## src/rtl/tinyqv_muldiv_pkg.sv

```systemverilog
// Shared definitions for the TinyQV serial multiply/divide unit:
// funct3 encodings, FSM states and small op-decoding helpers.
package tinyqv_muldiv_pkg;

  localparam logic [2:0] OP_MUL    = 3'd0;
  localparam logic [2:0] OP_MULH   = 3'd1;
  localparam logic [2:0] OP_MULHSU = 3'd2;
  localparam logic [2:0] OP_MULHU  = 3'd3;
  localparam logic [2:0] OP_DIV    = 3'd4;
  localparam logic [2:0] OP_DIVU   = 3'd5;
  localparam logic [2:0] OP_REM    = 3'd6;
  localparam logic [2:0] OP_REMU   = 3'd7;

  typedef enum logic [1:0] {
    ST_IDLE = 2'd0,
    ST_LOAD = 2'd1,
    ST_CALC = 2'd2,
    ST_OUT  = 2'd3
  } state_t;

  function automatic logic op_is_div(input logic [2:0] op);
    return op[2];
  endfunction

  // rs1 is treated as signed by MULH, MULHSU, DIV and REM
  function automatic logic op_a_signed(input logic [2:0] op);
    return (op == OP_MULH) || (op == OP_MULHSU) || (op == OP_DIV) || (op == OP_REM);
  endfunction

  function automatic logic op_b_signed(input logic [2:0] op);
    return (op == OP_MULH) || (op == OP_DIV) || (op == OP_REM);
  endfunction

endpackage

```

## src/rtl/tinyqv_muldiv_if.sv

```systemverilog
// Core-side serial bus of the multiply/divide unit: the core (master) streams
// operand slices in, the unit (slave) streams the result slice out.
interface tinyqv_muldiv_if #(
  parameter int SLICE = 4,
  parameter int CW    = 3
);
  logic [CW-1:0]    counter;
  logic             start;
  logic [2:0]       op;
  logic [SLICE-1:0] a_in;
  logic [SLICE-1:0] b_in;
  logic             cancel;
  logic             busy;
  logic [SLICE-1:0] result;
  logic             result_valid;
  logic             done;

  modport master (
    output counter, start, op, a_in, b_in, cancel,
    input  busy, result, result_valid, done
  );

  modport slave (
    input  counter, start, op, a_in, b_in, cancel,
    output busy, result, result_valid, done
  );
endinterface

```

## src/rtl/tinyqv_serial_negate.sv

```systemverilog
// SLICE-bit conditional two's-complement stage. The carry between slices is
// registered; 'first' selects carry_init instead of the stored carry.
module tinyqv_serial_negate #(
  parameter int SLICE = 4
) (
  input  logic             clk,
  input  logic             rst,
  input  logic             en,
  input  logic             first,
  input  logic             negate,
  input  logic             carry_init,
  input  logic [SLICE-1:0] data_in,
  output logic [SLICE-1:0] data_out
);

  logic           carry_reg;
  logic           carry_in;
  logic [SLICE:0] sum;

  assign carry_in = first ? carry_init : carry_reg;
  assign sum      = {1'b0, ~data_in} + {{SLICE{1'b0}}, carry_in};
  assign data_out = negate ? sum[SLICE-1:0] : data_in;

  always_ff @(posedge clk) begin
    if (rst) begin
      carry_reg <= 1'b0;
    end else if (en) begin
      carry_reg <= sum[SLICE];
    end
  end

endmodule

```

## src/rtl/tinyqv_muldiv.sv

```systemverilog
// Serial RV32M multiply/divide unit: operands arrive SLICE bits per clock,
// one shift-add / restoring-divide step per clock, result streamed out LSB first.
module tinyqv_muldiv
  import tinyqv_muldiv_pkg::*;
#(
  parameter int XLEN       = 32,
  parameter int SLICE      = 4,
  parameter int NUM_SLICES = XLEN / SLICE,
  parameter int CW         = $clog2(NUM_SLICES)
) (
  input logic            clk,
  input logic            rst,
  tinyqv_muldiv_if.slave bus
);

  localparam int RW = (SLICE > 1) ? $clog2(SLICE) : 1;
  localparam logic [CW-1:0] LAST    = CW'(NUM_SLICES - 1);
  localparam logic [CW-1:0] PRELAST = CW'(NUM_SLICES - 2);
  localparam logic [RW-1:0] RND_LAST = RW'(SLICE - 1);

  state_t state_reg, state_next;
  logic   busy_reg, busy_next;
  logic   valid_reg, valid_next;
  logic   done_reg, done_next;

  logic [2:0]        op_reg;
  logic [XLEN-1:0]   a_reg;
  logic [XLEN-1:0]   b_reg;
  logic [2*XLEN-1:0] p_reg;
  logic              sign_a_reg;
  logic              sign_b_reg;
  logic              div_zero_reg;
  logic [RW-1:0]     rnd_reg;
  logic [XLEN-1:0]   out_reg;
  logic              out_neg_reg;
  logic              out_cinit_reg;

  logic round_end;
  logic accept;
  logic calc_last;

  assign round_end = (bus.counter == LAST);
  assign accept    = (state_reg == ST_IDLE) && bus.start && (bus.counter == '0);
  assign calc_last = (state_reg == ST_CALC) && round_end && (rnd_reg == RND_LAST);

  // ---------------- FSM ----------------
  always_ff @(posedge clk) begin
    if (rst) begin
      state_reg <= ST_IDLE;
      busy_reg  <= 1'b0;
      valid_reg <= 1'b0;
      done_reg  <= 1'b0;
    end else begin
      state_reg <= state_next;
      busy_reg  <= busy_next;
      valid_reg <= valid_next;
      done_reg  <= done_next;
    end
  end

  always_comb begin
    state_next = state_reg;
    case (state_reg)
      ST_IDLE: if (accept)    state_next = ST_LOAD;
      ST_LOAD: if (round_end) state_next = ST_CALC;
      ST_CALC: if (calc_last) state_next = ST_OUT;
      ST_OUT:  if (round_end) state_next = ST_IDLE;
      default:                state_next = ST_IDLE;
    endcase
    if (bus.cancel && (state_reg != ST_IDLE)) begin
      state_next = ST_IDLE;
    end
  end

  // done is registered one clock early so it lands on the last OUT clock
  always_comb begin
    busy_next  = (state_next != ST_IDLE);
    valid_next = (state_next == ST_OUT);
    done_next  = (state_next == ST_OUT) && (bus.counter == PRELAST);
  end

  // ---------------- operand capture ----------------
  logic [XLEN-1:0] a_full, b_full;
  logic [XLEN-1:0] a_mag, b_mag;
  logic            neg_a, neg_b;

  assign a_full = {bus.a_in, a_reg[XLEN-1:SLICE]};
  assign b_full = {bus.b_in, b_reg[XLEN-1:SLICE]};
  assign neg_a  = op_a_signed(op_reg) & a_full[XLEN-1];
  assign neg_b  = op_b_signed(op_reg) & b_full[XLEN-1];
  assign a_mag  = neg_a ? (~a_full + XLEN'(1)) : a_full;
  assign b_mag  = neg_b ? (~b_full + XLEN'(1)) : b_full;

  // ---------------- one iteration of shift-add / restoring divide ----------------
  logic [XLEN:0]     mul_sum;
  logic [2*XLEN-1:0] mul_step;
  logic [XLEN:0]     div_shift;
  logic [XLEN+1:0]   div_diff;
  logic              div_ok;
  logic [2*XLEN-1:0] div_step;
  logic [2*XLEN-1:0] p_step;

  assign mul_sum  = {1'b0, p_reg[2*XLEN-1:XLEN]} + {1'b0, a_reg & {XLEN{p_reg[0]}}};
  assign mul_step = {mul_sum, p_reg[XLEN-1:1]};

  // p_reg holds {remainder, quotient}; the dividend enters through the quotient half
  assign div_shift = p_reg[2*XLEN-1:XLEN-1];
  assign div_diff  = {1'b0, div_shift} - {2'b00, b_reg};
  assign div_ok    = ~div_diff[XLEN+1];
  assign div_step  = {(div_ok ? div_diff[XLEN-1:0] : div_shift[XLEN-1:0]),
                      p_reg[XLEN-2:0], div_ok};

  assign p_step = op_is_div(op_reg) ? div_step : mul_step;

  // ---------------- result word selection ----------------
  logic [XLEN-1:0] word_next;
  logic            neg_next;
  logic            cinit_next;

  always_comb begin
    word_next  = p_step[XLEN-1:0];
    neg_next   = sign_a_reg ^ sign_b_reg;
    cinit_next = 1'b1;
    if (op_is_div(op_reg)) begin
      if (op_reg[1]) begin
        word_next = p_step[2*XLEN-1:XLEN];
        neg_next  = sign_a_reg;
      end else begin
        neg_next  = (sign_a_reg ^ sign_b_reg) & ~div_zero_reg;
      end
    end else if (op_reg != OP_MUL) begin
      // high half of a negated product only takes the +1 if the low half is all zero
      word_next  = p_step[2*XLEN-1:XLEN];
      cinit_next = (p_step[XLEN-1:0] == '0);
    end
  end

  // ---------------- datapath registers ----------------
  always_ff @(posedge clk) begin
    if (rst) begin
      op_reg        <= '0;
      a_reg         <= '0;
      b_reg         <= '0;
      p_reg         <= '0;
      sign_a_reg    <= 1'b0;
      sign_b_reg    <= 1'b0;
      div_zero_reg  <= 1'b0;
      rnd_reg       <= '0;
      out_reg       <= '0;
      out_neg_reg   <= 1'b0;
      out_cinit_reg <= 1'b0;
    end else begin
      case (state_reg)
        ST_IDLE: begin
          if (accept) begin
            op_reg <= bus.op;
            a_reg  <= {bus.a_in, a_reg[XLEN-1:SLICE]};
            b_reg  <= {bus.b_in, b_reg[XLEN-1:SLICE]};
          end
        end
        ST_LOAD: begin
          if (round_end) begin
            a_reg        <= a_mag;
            b_reg        <= b_mag;
            sign_a_reg   <= neg_a;
            sign_b_reg   <= neg_b;
            div_zero_reg <= (b_full == '0);
            p_reg        <= op_is_div(op_reg) ? {{XLEN{1'b0}}, a_mag} : {{XLEN{1'b0}}, b_mag};
            rnd_reg      <= '0;
          end else begin
            a_reg <= a_full;
            b_reg <= b_full;
          end
        end
        ST_CALC: begin
          p_reg <= p_step;
          if (round_end) begin
            rnd_reg <= rnd_reg + 1'b1;
          end
          if (calc_last) begin
            out_reg       <= word_next;
            out_neg_reg   <= neg_next;
            out_cinit_reg <= cinit_next;
          end
        end
        ST_OUT: begin
          out_reg <= out_reg >> SLICE;
        end
        default: ;
      endcase
    end
  end

  // ---------------- output stream ----------------
  logic [SLICE-1:0] neg_slice;

  tinyqv_serial_negate #(
    .SLICE (SLICE)
  ) u_negate (
    .clk        (clk),
    .rst        (rst),
    .en         (state_reg == ST_OUT),
    .first      (bus.counter == '0),
    .negate     (out_neg_reg),
    .carry_init (out_cinit_reg),
    .data_in    (out_reg[SLICE-1:0]),
    .data_out   (neg_slice)
  );

  assign bus.result       = valid_reg ? neg_slice : '0;
  assign bus.result_valid = valid_reg;
  assign bus.busy         = busy_reg;
  assign bus.done         = done_reg;

endmodule

```

## src/flat_wrapper.sv

```systemverilog
// flat-port wrapper written by rule: the top's interface ports become plain ports
module tinyqv_muldiv_flat import tinyqv_muldiv_pkg::*;
#(
  parameter int XLEN       = 32,
  parameter int SLICE      = 4,
  parameter int NUM_SLICES = XLEN / SLICE,
  parameter int CW         = $clog2(NUM_SLICES)
)
  (clk, rst, bus_counter, bus_start, bus_op, bus_a_in, bus_b_in, bus_cancel, bus_busy, bus_result, bus_result_valid, bus_done);
  tinyqv_muldiv_if #(.SLICE(SLICE), .CW(CW)) bus_i ();
  input logic clk;
  input logic rst;
  input wire logic [$bits(bus_i.counter)-1:0] bus_counter;
  input wire logic [$bits(bus_i.start)-1:0] bus_start;
  input wire logic [$bits(bus_i.op)-1:0] bus_op;
  input wire logic [$bits(bus_i.a_in)-1:0] bus_a_in;
  input wire logic [$bits(bus_i.b_in)-1:0] bus_b_in;
  input wire logic [$bits(bus_i.cancel)-1:0] bus_cancel;
  output wire logic [$bits(bus_i.busy)-1:0] bus_busy;
  output wire logic [$bits(bus_i.result)-1:0] bus_result;
  output wire logic [$bits(bus_i.result_valid)-1:0] bus_result_valid;
  output wire logic [$bits(bus_i.done)-1:0] bus_done;
  assign bus_i.counter = bus_counter;
  assign bus_i.start = bus_start;
  assign bus_i.op = bus_op;
  assign bus_i.a_in = bus_a_in;
  assign bus_i.b_in = bus_b_in;
  assign bus_i.cancel = bus_cancel;
  assign bus_busy = bus_i.busy;
  assign bus_result = bus_i.result;
  assign bus_result_valid = bus_i.result_valid;
  assign bus_done = bus_i.done;
  tinyqv_muldiv #(.XLEN(XLEN), .SLICE(SLICE), .NUM_SLICES(NUM_SLICES), .CW(CW)) u_core (.clk(clk), .rst(rst), .bus(bus_i));
endmodule
```

## config.mk

```make
export PLATFORM = sky130hd
export DESIGN_NAME = tinyqv_muldiv_flat
export DESIGN_NICKNAME = d
export VERILOG_FILES = /design/src/rtl/tinyqv_muldiv_pkg.sv /design/src/rtl/tinyqv_muldiv_if.sv /design/src/rtl/tinyqv_serial_negate.sv /design/src/rtl/tinyqv_muldiv.sv /design/src/flat_wrapper.sv
export SDC_FILE = /design/constraint.sdc
export NUM_CORES = 1
export LEC_CHECK = 0
export ABC_AREA = 1
export CAP_MARGIN = 20
export CORE_UTILIZATION = 31
export DETAILED_ROUTE_END_ITERATION = 7
export DONT_BUFFER_PORTS = 1
export PLACE_DENSITY = 0.57
export SETUP_SLACK_MARGIN = 0.15
export SLEW_MARGIN = 20
export SYNTH_ARGS = -nofsm -noshare
export SYNTH_HDL_FRONTEND = slang
export SYNTH_SLANG_ARGS = --single-unit
```

## constraint.sdc

```tcl
create_clock -name clk -period 3.88 [get_ports clk]
set_clock_uncertainty 0.2 [all_clocks]
set_input_delay 0.97 -clock clk [delete_from_list [all_inputs] [get_ports clk]]
set_output_delay 0.97 -clock clk [all_outputs]
set_load 0.02 [all_outputs]
```

**Word-level counts from Yosys, hierarchy flattened**

Cells that the tools add are included.

- Logic and storage cells: 109
- Flip-flop bits (word level): 176
- Output and inout port bits: 7

- Add/sub/neg operators: 6
- Reductions and logical operators: 28
- Bitwise operators: 10
- Muxes and demuxes: 34
- Eq/ne operators: 15

Operators with widths:

| kind | count |
|---|---|
| $mux 32 | 12 |
| $pmux 32 s2 | 3 |
| $mux 64 | 2 |
| $pmux 64 s2 | 1 |
| $add 32x1->32 const B | 2 |
| $logic_not 32->1 | 2 |
| $not 32->32 | 2 |
| $sub 33x32->34 | 1 |
| $add 32x32->33 | 1 |
| $and 32x32->32 | 1 |
| $mux 2 | 7 |
| $eq 3x3->1 const B | 4 |
| $reduce_and 2->1 | 6 |
| $reduce_bool 2->1 | 5 |
| $eq 2x2->1 const B | 4 |
| $mux 4 | 2 |
| $ne 2x1->1 const B | 4 |
| $pmux 2 s4 | 1 |
| $logic_and 1x1->1 | 6 |
| $add 4x1->5 | 1 |
| $logic_or 1x1->1 | 5 |
| $mux 1 | 5 |
| $not 4->4 | 1 |
| $pmux 2 s2 | 1 |
| 11 further kinds | 14 |

**Logic depth before layout (Yosys ltp)**

Gate-level depths: netlist (run 1).

- Word-level depth: 9
- Depth in mapped cells: 21

**Hierarchy**

Synthesis (run 1) repeated with hierarchy kept, for this count alone.

- Cells, all modules: 2940
- Area, all modules: 16639.7 um^2

Modules (own cells, without submodules):

| module | area each (um^2) | cells each | seq. area each (um^2) | times used |
|---|---|---|---|---|
| tinyqv_muldiv | 16490.8 | 2915 | 3503.4 | 1 |
| tinyqv_serial_negate | 148.9 | 25 | 20.0 | 1 |

**Least setup slack after synthesis (run 1)**

No wires, ideal clock.

- Path type: in2out
- From: input bus_counter[0]
- To: output bus_result[2]
- Stages: 7
- Arrival: 2484 ps
- Path buffers: 0
- Data required time: 2710 ps
- Slack: 226 ps
- Path through: nor3_1 > mux2_2 > ha_1 > ha_1 > nor2_1 > o21ai_0 > a21oi_1

- Cells in the longest elaborated chain, start to end: 5

RTL lines:

| element | RTL line | source |
|---|---|---|
| start, declared | flat_wrapper.sv:13 | `input wire logic [$bits(bus_i.counter)-1:0] bus_counter;` |
| $logic_not 3->1 | tinyqv_muldiv.sv:203 | `.first (bus.counter == '0),` |
| $mux 1 | tinyqv_serial_negate.sv:20 | `assign carry_in = first ? carry_init : carry_reg;` |
| $add 4x1->5 | tinyqv_serial_negate.sv:21 | `assign sum = {1'b0, ~data_in} + {{SLICE{1'b0}}, carry_in};` |
| $mux 4 | tinyqv_serial_negate.sv:22 | `assign data_out = negate ? sum[SLICE-1:0] : data_in;` |
| $mux 4 | tinyqv_muldiv.sv:210 | `assign bus.result = valid_reg ? neg_slice : '0;` |
| end, declared | flat_wrapper.sv:20 | `output wire logic [$bits(bus_i.result)-1:0] bus_result;` |

No other way between the ends.

**Worst setup path after layout (run 1)**

Same ends and word-level chain as after synthesis.

==> run_results.csv, run 1 <==
group,metric,value,unit
outcome,outcome,"finished clean",
detailed_routing,number_of_vias_per_cell,5.279,
clock_network,clkSinkCount,176,
worst_setup_path,cpMaxStageDelayCell,"mux2_2",
global_routing,globalRouteOverflowTotal,0,
global_routing,global_route.usage.met2,0.3811,
detailed_routing,drt_pre_antenna_iters,6,
finish,final_nets,2875,
die,starting_density_of_the_core,0.3143,
detailed_routing,final_wirelength,67120,µm
global_routing,first_global_vias,16798,
worst_setup_path,crit_required,2.71,ns
power,power.switching_fraction,0.3928,
detailed_routing,dr.first_iter.drc_count,1602,
global_routing,grt_util_met3,0.04326,
global_routing,grt_most_used_layer,"met2",
yosys,synth-seq-area-share,0.2133,
die,die_height,232.8,µm
power,p_leak,8.638,nW
clock_network,post-cts-setup-buffers,0,
place,place.detailed.hpwl,51720,µm
yosys,syn_area_per_cell,5.795,µm²
sta,slew_headroom,0.3633,
yosys,synth-edff-count,0,
detailed_routing,drt.antenna.violating_nets,0,
die,width_of_the_die,232.8,µm
clock_network,clk_root_buffer_cell,"clkbuf_16",
finish,drive_gt1_frac,0.05474,
worst_setup_path,timing.setup.critical_path_class,"in -> out",
power,sequentialPowerShare,0.333,
yosys,async_flop_share,0,
yosys,synth_top_cells_by_area,"dfxtp_1 (21%), nand2_1 (19%), a21oi_1 (8.9%)",
die,core_region_area,52550,µm²
global_routing,groute.layer.met1.usage,0.3356,
job,cap_violations,0,
worst_setup_path,timing.critical_path.mode_cell,"ha_1",
clock_network,worst_setup_hold_path_clk_slew,0.07,ns
worst_setup_path,worst_path_largest_cell_delay,0.37,ns
detailed_routing,detailroute.via_count,18396,
power,worst_ir_drop_vdd,0.0003141,V
clock_network,clock_path_buffers,2,
worst_setup_path,worstSetupEndpointType,"output port",
finish,final_cell_count_no_fill,3485,
min_path,hold_path_class,"reg -> reg",
worst_setup_path,critical_path.cell_chain,"nor3_2 -> mux2_2 -> ha_1 -> ha_1 -> nor2_1 -> o21ai_0 -> a21oi_1 -> buf_4",
detailed_routing,routedWlPerCell,19.26,µm
yosys,postSynthCellCount,2850,
clock_network,cts_buffers,17,
yosys,syn_area,16520,µm²
sta,fmax,274.7,MHz
die,die_footprint,54210,µm²
yosys,ys_warn_count,0,
clock_network,cts_tree,"yes",
worst_setup_path,worstPathArrival,2.47,ns
global_routing,grt_util_all_layers,0.2489,
finish,syn_to_final_growth,8.045,%
die,floorplan.io_pins,25,
worst_setup_path,crit_path_max_fanout,3,
power,power.density,334.6,nW/µm²
yosys,ys_seq_elements,176,
worst_setup_path,critPathLaunchType,"input port",
yosys,yosys.cell_types.count,53,
place,post-place-cells,3451,
power,clkPwrFrac,0.318,
yosys,commonest_cells_post_synth,"nand2_1 (846), inv_1 (339), a21oi_1 (294)",
sta,fin_tns_setup,0,ns
sta,rsz0062_at_grt,"no",
yosys,syn-num-nets,2943,
global_routing,number_of_antenna_violations_at_the_first_check_in_global_routing,3,
die,placementRows,84,
global_routing,grt_start_max_net_pins,130,
global_routing,first_pass_grt_wire_length,102400,µm
finish,number_of_flip_flops_in_the_largest_register,64,
worst_setup_path,rr_worst_depth,16,
yosys,synth_top_cell_area_share,0.2133,
power,total_power,0.005971,W
sta,layout_worst_path_cycle_share,0.9383,
sta,report.final.hold_viol_count,0,
sta,total_setup_violations_reported_at_the_end_of_the_flow,0,
yosys,synth_most_common_cell,"nand2_1",
yosys,synth_largest_area_cell,"dfxtp_1",
power,internal-power,0.003626,W
clock_network,cts_h_tree_depth,4,
power,power.switching,0.002346,W
power,pwr-share-comb,0.349,
place,placement.io_buffers,0,
sta,worstMarginPinSlew,0.9551,ns
yosys,most_used_flip_flop_cell_after_synthesis,"dfxtp_1",
place,gp_congestion,1.006,
clock_network,clock_insertion_delay_worst_skew,0.47,ns
sta,hold-worst-slack,0.2669,ns
detailed_routing,post-route-drc-count,0,
sta,final-max-slew-violation-count,0,
sta,finalWorstPathRequiredPeriod,3.641,ns
min_path,timing.hold.worst_path_depth,2,
timing repair:
| action | CTS | global route |
|---|---|---|
| hold buffers | 0 | 0 |
| resized for setup | 1 | 1 |
| gates cloned | 0 | 0 |
| endpoints found under the setup margin | 1 | 2 |
cell families (layout without fill, tap and decap cells):
family / Yosys count / count (layout) / synth area share
other: 0 / 2 / 0
XOR/XNOR: 69 / 69 / 0.03659
buffers and inverters: 488 / 433 / 0.1156
AND/OR/NAND/NOR: 1449 / 1449 / 0.3720
flip-flops: 176 / 176 / 0.2133
adder cells (fa/ha/maj): 75 / 75 / 0.05772
AO/OA/AOI/OAI: 592 / 592 / 0.2041
multiplexers: 1 / 1 / 0.0006817
stage by stage:
step / util / cell area, µm² / worst slack [ns]
after floorplan: - / 16520 / 0.2264
after global placement: 0.3276 / 17210 / 0.1690
after global routing: 0.3395 / 17840 / 0.1544
final: 0.3396 / 17850 / 0.2394
after CTS: 0.3395 / 17840 / 0.2459
after detailed placement: 0.3276 / 17210 / 0.1634
worst paths after layout:
kind	from	to	slack, ns
min reg2reg	u_core.out_reg[31]	u_core.out_reg[31]	0.27
max reg2reg	u_core.b_reg[28]	u_core.out_reg[24]	0.44
min	u_core.out_reg[31]	u_core.out_reg[31]	0.27
max	bus_counter[0]	bus_result[2]	0.24
layout make-up:
cell class | instances | area, µm²
clock buffers | 22 | 464.2
repair buffers | 43 | 372.9
multi-input cells | 2186 | 11110
flip-flops and latches | 176 | 3528
well taps | 688 | 860.8
fillers | 6004 | 34700
clock inverters | 10 | 156.4
inverters | 358 | 1344
diodes | 2 | 5.005
worst max-delay path: cells and delay by family:
kind            cells  cell delay (ns)
buf+inv             1             0.16
compound gates      2             0.23
fa+ha+maj           2             0.39
simple gates        2             0.36
mux                 1             0.37
power groups by stage:
stage	clock network (W)	logic, W	registers (W)
6_report	0.00190	0.00209	0.00199
5_1_grt	0.00200	0.00230	0.00199
4_1_cts	0.00192	0.00205	0.00198
3_5_place_dp	0	0.00204	0.00202
3_3_place_gp	0	0.00204	0.00202
2_1_floorplan	0	0.00147	0.00199
metal layers:
metal	wire, µm	part of all wire	vias to the layer above
met2	29060	0.43	696
li1	-	-	9183
met5	30	0.00045	-
met3	4812	0.072	143
met4	3252	0.048	4
met1	29970	0.45	8370
layout by cell type (no fill, tap or decap), types with 8 or more instances in the layout:
cell       count
o21ai_1       15
nand2_2       11
ha_1          73
o21ai_0      132
or2_2         18
xnor2_1       15
o211ai_1      73
nand3b_1      23
inv_2         19
nor3_1        23
buf_4         39
clkbuf_16     17
a211oi_1      12
nor4_1        14
xor2_1        54
a221oi_1       9
nor2_1       216
nand3_1      256
o21bai_1      13
a21oi_2        8
o21a_1        19
a21oi_1      292
nand4_1       20
inv_1        336
nand2_1      845
dfxtp_1      174
Note: power is estimated with default switching activity, not from simulation.
==> run 2: changes to the inputs <==
Settings changed: CORE_UTILIZATION 31 to 47, PLACE_DENSITY 0.57 to 0.74.
==> run_results.csv, run 2 (same netlist as run 1, synthesis figures left out) <==
group,metric,value,unit
power,clkPwrFrac,0.312,
power,power.switching_fraction,0.4102,
worst_setup_path,regToRegStartpoint,"u_core.p_reg[0]",
worst_setup_path,worstPathBufferInverterCount,1,
global_routing,grt_start_max_net_pins,155,
worst_setup_path,cp_delay_by_family_top,"adder cells",
worst_setup_path,worstSetupEndpointType,"output port",
clock_network,post-cts-setup-buffers,0,
sta,fmax,272.4,MHz
power,p_leak,8.611,nW
worst_setup_path,crit_required,2.71,ns
place,placedInstanceArea,16900,µm²
finish,mostFrequentLayoutCells,"nand2_1 (845), inv_1 (336), a21oi_1 (292)",
worst_setup_path,worst_path_largest_cell_delay,0.36,ns
finish,drive_gt1_frac,0.05476,
detailed_routing,post-route-drc-count,0,
sta,rsz0062_at_grt,"no",
finish,final_nets,2874,
detailed_routing,dr.first_iter.drc_count,2277,
worst_setup_path,critPathLaunchType,"input port",
die,die_height,189.5,µm
power,worst_ir_drop_vdd,0.0003264,V
worst_setup_path,rr_worst_depth,18,
detailed_routing,routedWlPerCell,20.20,µm
finish,final_design_area_no_fill,17520,µm²
power,power.switching,0.002429,W
finish,finalCoreUtilization,0.5071,
clock_network,clock_path_buffers,2,
place,place.detailed.hpwl,50460,µm
place,gp_congestion,1.051,
worst_setup_path,rrSetupSlack,0.36,ns
global_routing,globalRouteOverflowTotal,0,
sta,total_setup_violations_reported_at_the_end_of_the_flow,0,
worst_setup_path,timing.critical_path.mode_cell,"ha_1",
detailed_routing,detailroute.via_count,19019,
finish,fillers,3737,
sta,finalWorstPathRequiredPeriod,3.671,ns
clock_network,cts_tree,"yes",
sta,slew_headroom,0.4256,
power,pwr-share-comb,0.353,
finish,syn_to_final_growth,6.053,%
sta,report.final.hold_viol_count,0,
global_routing,grt_util_all_layers,0.3638,
finish,ff_latch_area,3527,µm²
clock_network,clock_insertion_delay_worst_skew,0.47,ns
finish,leading_cell_type_in_the_layout_fill_and_taps_excluded,"nand2_1",
clock_network,cts_h_tree_depth,4,
sta,layout_worst_path_cycle_share,0.9461,
outcome,outcome,"finished clean",
min_path,hold_path_class,"reg -> reg",
job,cap_violations,0,
power,internal-power,0.003493,W
place,placement.io_buffers,0,
sta,final-max-slew-violation-count,0,
finish,number_of_flip_flops_in_the_largest_register,64,
sta,worstMarginPinSlew,0.8604,ns
global_routing,first_pass_grt_wire_length,99060,µm
detailed_routing,drt.antenna.violating_nets,0,
power,sequentialPowerShare,0.335,
detailed_routing,final_wirelength,65640,µm
worst_setup_path,crit_path_max_fanout,3,
finish,final_cell_count_no_fill,3249,
min_path,hp-start,"u_core.out_reg[5]",
min_path,timing.hold.worst_path_depth,2,
sta,fin_tns_setup,0,ns
worst_setup_path,critical_path.cell_chain,"nor3_2 -> mux2_2 -> ha_1 -> ha_1 -> nor2_2 -> o21ai_0 -> a21oi_1 -> buf_4",
min_path,hold-path-endpoint,"u_core.out_reg[5]",
worst_setup_path,worstPathArrival,2.50,ns
detailed_routing,number_of_vias_per_cell,5.854,
worst_setup_path,cpMaxStageDelayCell,"mux2_2",
die,core_region_area,34540,µm²
clock_network,clkSinkCount,176,
clock_network,cts_buffers,17,
detailed_routing,drt_pre_antenna_iters,8,
clock_network,clk_root_buffer_cell,"clkbuf_16",
finish,insertedDiodeCount,0,
worst_setup_path,r2r_end,"u_core.out_reg[22]",
worst_setup_path,timing.setup.critical_path_class,"in -> out",
finish,multi_input_area,11120,µm²
die,die_footprint,35900,µm²
die,floorplan.io_pins,25,
die,starting_density_of_the_core,0.4782,
place,post-place-cells,3217,
global_routing,number_of_antenna_violations_at_the_first_check_in_global_routing,1,
power,power.density,338.1,nW/µm²
die,placementRows,68,
global_routing,first_global_vias,17028,
die,width_of_the_die,189.5,µm
clock_network,worst_setup_hold_path_clk_slew,0.07,ns
-- run 2: worst max-delay path by stage --
stage,start,end,slack (ns),cells after the start
6_report,bus_counter[0],bus_result[2],0.21,8
5_1_grt,bus_counter[0],bus_result[2],0.16,8
4_1_cts,bus_counter[0],bus_result[2],0.21,8
3_5_place_dp,bus_counter[0],bus_result[2],0.14,8
3_3_place_gp,bus_counter[0],bus_result[2],0.17,8
2_1_floorplan,bus_counter[0],bus_result[2],0.23,7
-- run 2: repair_timing --
action                     in CTS  in global routing
pin swaps                       0                  0
setup endpoints to repair       1                  1
gates resized for setup         1                  1
hold buffers                    0                  0
cloned                          0                  0
-- run 2: tightest hold or removal path, cell delays in order (launching register included) --
cell and delay, ns:
dfxtp_1 0.31, nand2_1 0.06, a21oi_1 0.05
-- run 2: area by class of cell --
type                            count  share of cell area
Clock buffer                       18             0.02450
Clock inverter                     14             0.01014
Inverter                          358             0.07671
Multi-Input combinational cell   2186              0.6346
Sequential cell                   176              0.2014
Tap cell                          455             0.03250
Timing Repair Buffer               42             0.02014
-- run 2: per-stage QoR --
step | hold slack (ns) | total power (W) | worst slack (ns)
3_3_place_gp | 0.2484 | 0.004025 | 0.1666
4_1_cts | 0.2635 | 0.005864 | 0.2052
2_1_floorplan | 0.2403 | 0.003463 | 0.2264
3_5_place_dp | 0.2515 | 0.004047 | 0.1369
6_report | 0.2666 | 0.005922 | 0.2090
5_1_grt | 0.2795 | 0.006186 | 0.1558
-- run 2: layer usage --
metal / global-route usage / routed length [µm] / up-vias
li1: - / - / 9203
met5: 0 / 13 / -
met2: 0.5569 / 28360 / 914
met1: 0.4860 / 28110 / 8717
met4: 0.1904 / 3574 / 2
met3: 0.06395 / 5569 / 183
-- run 2: power groups by stage --
| stage | combinational [W] | clock (W) | sequential [W] |
|---|---|---|---|
| finish | 0.00209 | 0.00185 | 0.00199 |
| global route | 0.00228 | 0.00192 | 0.00199 |
| CTS | 0.00204 | 0.00185 | 0.00198 |
| detailed placement | 0.00203 | 0 | 0.00202 |
| global placement | 0.00201 | 0 | 0.00202 |
| floorplan | 0.00147 | 0 | 0.00199 |
==> run 3: changes to the inputs <==
==> constraint.sdc (replaced) <==
create_clock -name clk -period 3.88 [get_ports clk]
set_clock_uncertainty 0.2 [all_clocks]
set_input_delay 1.164 -clock clk [delete_from_list [all_inputs] [get_ports clk]]
set_output_delay 1.164 -clock clk [all_outputs]
set_load 0.02 [all_outputs]
==> run_results.csv, run 3 (same netlist as run 1, synthesis figures left out) <==
group,metric,value,unit
detailed_routing,final_wirelength,65030,µm
global_routing,grt_most_used_layer,"met2",
worst_setup_path,cpMaxStageDelayCell,"mux2_4",
die,width_of_the_die,189.5,µm
global_routing,grt_util_all_layers,0.3608,
worst_setup_path,crit_required,2.52,ns
finish,number_of_flip_flops_in_the_largest_register,64,
clock_network,clk_root_buffer_cell,"clkbuf_16",
finish,multi_input_area,11190,µm²
clock_network,cts_tree,"yes",
clock_network,cts_h_tree_depth,4,
finish,finalCoreUtilization,0.5080,
sta,hold-worst-slack,0.2709,ns
finish,insertedDiodeCount,0,
sta,rsz0062_at_grt,"yes",
die,placementRows,68,
die,die_height,189.5,µm
detailed_routing,dr.first_iter.drc_count,2141,
global_routing,groute.layer.met1.usage,0.4899,
clock_network,clock_insertion_delay_worst_skew,0.46,ns
sta,total_setup_violations_reported_at_the_end_of_the_flow,0,
detailed_routing,drt.antenna.violating_nets,0,
clock_network,cts_buffers,17,
clock_network,clkSinkCount,176,
finish,leading_cell_type_in_the_layout_fill_and_taps_excluded,"nand2_1",
power,worst_ir_drop_vdd,0.0003296,V
global_routing,grt_util_met3,0.05209,
min_path,timing.hold.worst_path_depth,2,
worst_setup_path,r2r_end,"u_core.out_reg[7]",
min_path,hold_path_class,"reg -> reg",
global_routing,number_of_antenna_violations_at_the_first_check_in_global_routing,1,
worst_setup_path,timing.critical_path.mode_cell,"ha_4",
sta,finalWorstPathRequiredPeriod,3.757,ns
min_path,hold-path-endpoint,"u_core.out_reg[7]",
worst_setup_path,worstPathArrival,2.39,ns
detailed_routing,routedWlPerCell,20.07,µm
worst_setup_path,worstSetupEndpointType,"output port",
sta,fin_tns_setup,0,ns
clock_network,worst_setup_hold_path_clk_slew,0.07,ns
finish,syn_to_final_growth,6.249,%
place,placement.io_buffers,0,
finish,mostFrequentLayoutCells,"nand2_1 (845), inv_1 (336), a21oi_1 (290)",
die,floorplan.io_pins,25,
worst_setup_path,timing.setup.critical_path_class,"in -> out",
detailed_routing,drt_pre_antenna_iters,8,
power,power.density,334.1,nW/µm²
min_path,hp-start,"u_core.out_reg[7]",
global_routing,globalRouteOverflowTotal,0,
finish,final_nets,2866,
finish,drive_gt1_frac,0.05350,
global_routing,first_global_vias,16991,
place,place.detailed.hpwl,50430,µm
worst_setup_path,critPathLaunchType,"input port",
outcome,outcome,"finished clean",
global_routing,first_pass_grt_wire_length,98590,µm
detailed_routing,post-route-drc-count,0,
place,gp_congestion,1.028,
die,starting_density_of_the_core,0.4782,
worst_setup_path,crit_path_max_fanout,3,
finish,ff_latch_area,3527,µm²
finish,fillers,3727,
detailed_routing,detailroute.via_count,18784,
worst_setup_path,regToRegStartpoint,"u_core.b_reg[28]",
sta,worstMarginPinSlew,0.8376,ns
worst_setup_path,rr_worst_depth,16,
global_routing,grt_start_max_net_pins,150,
power,p_leak,8.580,nW
job,cap_violations,0,
worst_setup_path,rrSetupSlack,0.45,ns
detailed_routing,number_of_vias_per_cell,5.798,
sta,slew_headroom,0.4408,
sta,layout_worst_path_cycle_share,0.9684,
worst_setup_path,worst_path_largest_cell_delay,0.33,ns
global_routing,global_route.usage.met2,0.5492,
clock_network,postCtsHoldBufs,0,
die,die_footprint,35900,µm²
worst_setup_path,critical_path.cell_chain,"nor3_4 -> mux2_4 -> ha_4 -> ha_4 -> nor2_4 -> o21ai_2 -> a21oi_4",
sta,final-max-slew-violation-count,0,
sta,report.final.hold_viol_count,0,
die,core_region_area,34540,µm²
sta,fmax,266.1,MHz
clock_network,clock_path_buffers,2,
-- run 3: cell types whose count changed in the layout (fill, tap and decap cells not counted), sizes merged --
cell	before	now
inv	359	357
clkinvlp	1	3
clkbuf	18	20
buf	42	34
clkinv	10	7
-- run 3: timing repair --
| action | in CTS | in global routing |
|---|---|---|
| endpoints found under the setup margin | 2 | 4 |
| setup buffers | 1 | 0 |
| pin swaps | 4 | 2 |
| hold endpoints to repair | 0 | 0 |
| resized for setup | 2 | 0 |
-- run 3: worst max-delay path: cells and delay by family --
| kind | cells | cell delay (ns) |
|---|---|---|
| multiplexers | 1 | 0.33 |
| adder cells (fa/ha/maj) | 2 | 0.33 |
| AO/OA/AOI/OAI | 2 | 0.27 |
| AND/OR/NAND/NOR | 2 | 0.29 |
-- run 3: layout make-up --
cell class,instances,area share
Clock buffer,20,0.02545
Clock inverter,11,0.007557
Inverter,358,0.07657
Multi-Input combinational cell,2186,0.6375
Sequential cell,176,0.2010
Tap cell,455,0.03244
Timing Repair Buffer,34,0.01954
-- run 3: per-stage QoR --
stage / power [W] / std cells / setup WS [ns] / instance area [µm²]
floorplan: 0.003464 / 2850 / 0.1164 / 16580
global placement: 0.004022 / 3208 / 0.07667 / 16950
detailed placement: 0.004039 / 3208 / 0.04882 / 16950
CTS: 0.005810 / 3240 / 0.1044 / 17550
global route: 0.006146 / 3240 / 0.06133 / 17550
finish: 0.005863 / 3240 / 0.1225 / 17550
-- run 3: report_power, final --
group          internal, W  switching [W]
logic             0.000625        0.00145
registers          0.00190      0.0000925
clock network     0.000971       0.000827
total              0.00349        0.00237
-- run 3: how the worst max path moves through the flow --
stage	start	endpoint	slack, ns	cells after the start
2_1_floorplan	bus_counter[2]	bus_result[2]	0.12	7
3_3_place_gp	bus_counter[2]	bus_result[2]	0.08	7
3_5_place_dp	bus_counter[2]	bus_result[2]	0.05	7
4_1_cts	bus_counter[0]	bus_result[2]	0.10	7
5_1_grt	bus_counter[2]	bus_result[2]	0.06	7
6_report	bus_counter[2]	bus_result[2]	0.12	7
-- run 3: metal layers --
| metal | wire (µm) | vias up |
|---|---|---|
| li1 | - | 9149 |
| met1 | 27950 | 8620 |
| met2 | 27760 | 848 |
| met3 | 5559 | 165 |
| met4 | 3749 | 2 |
| met5 | 17 | - |
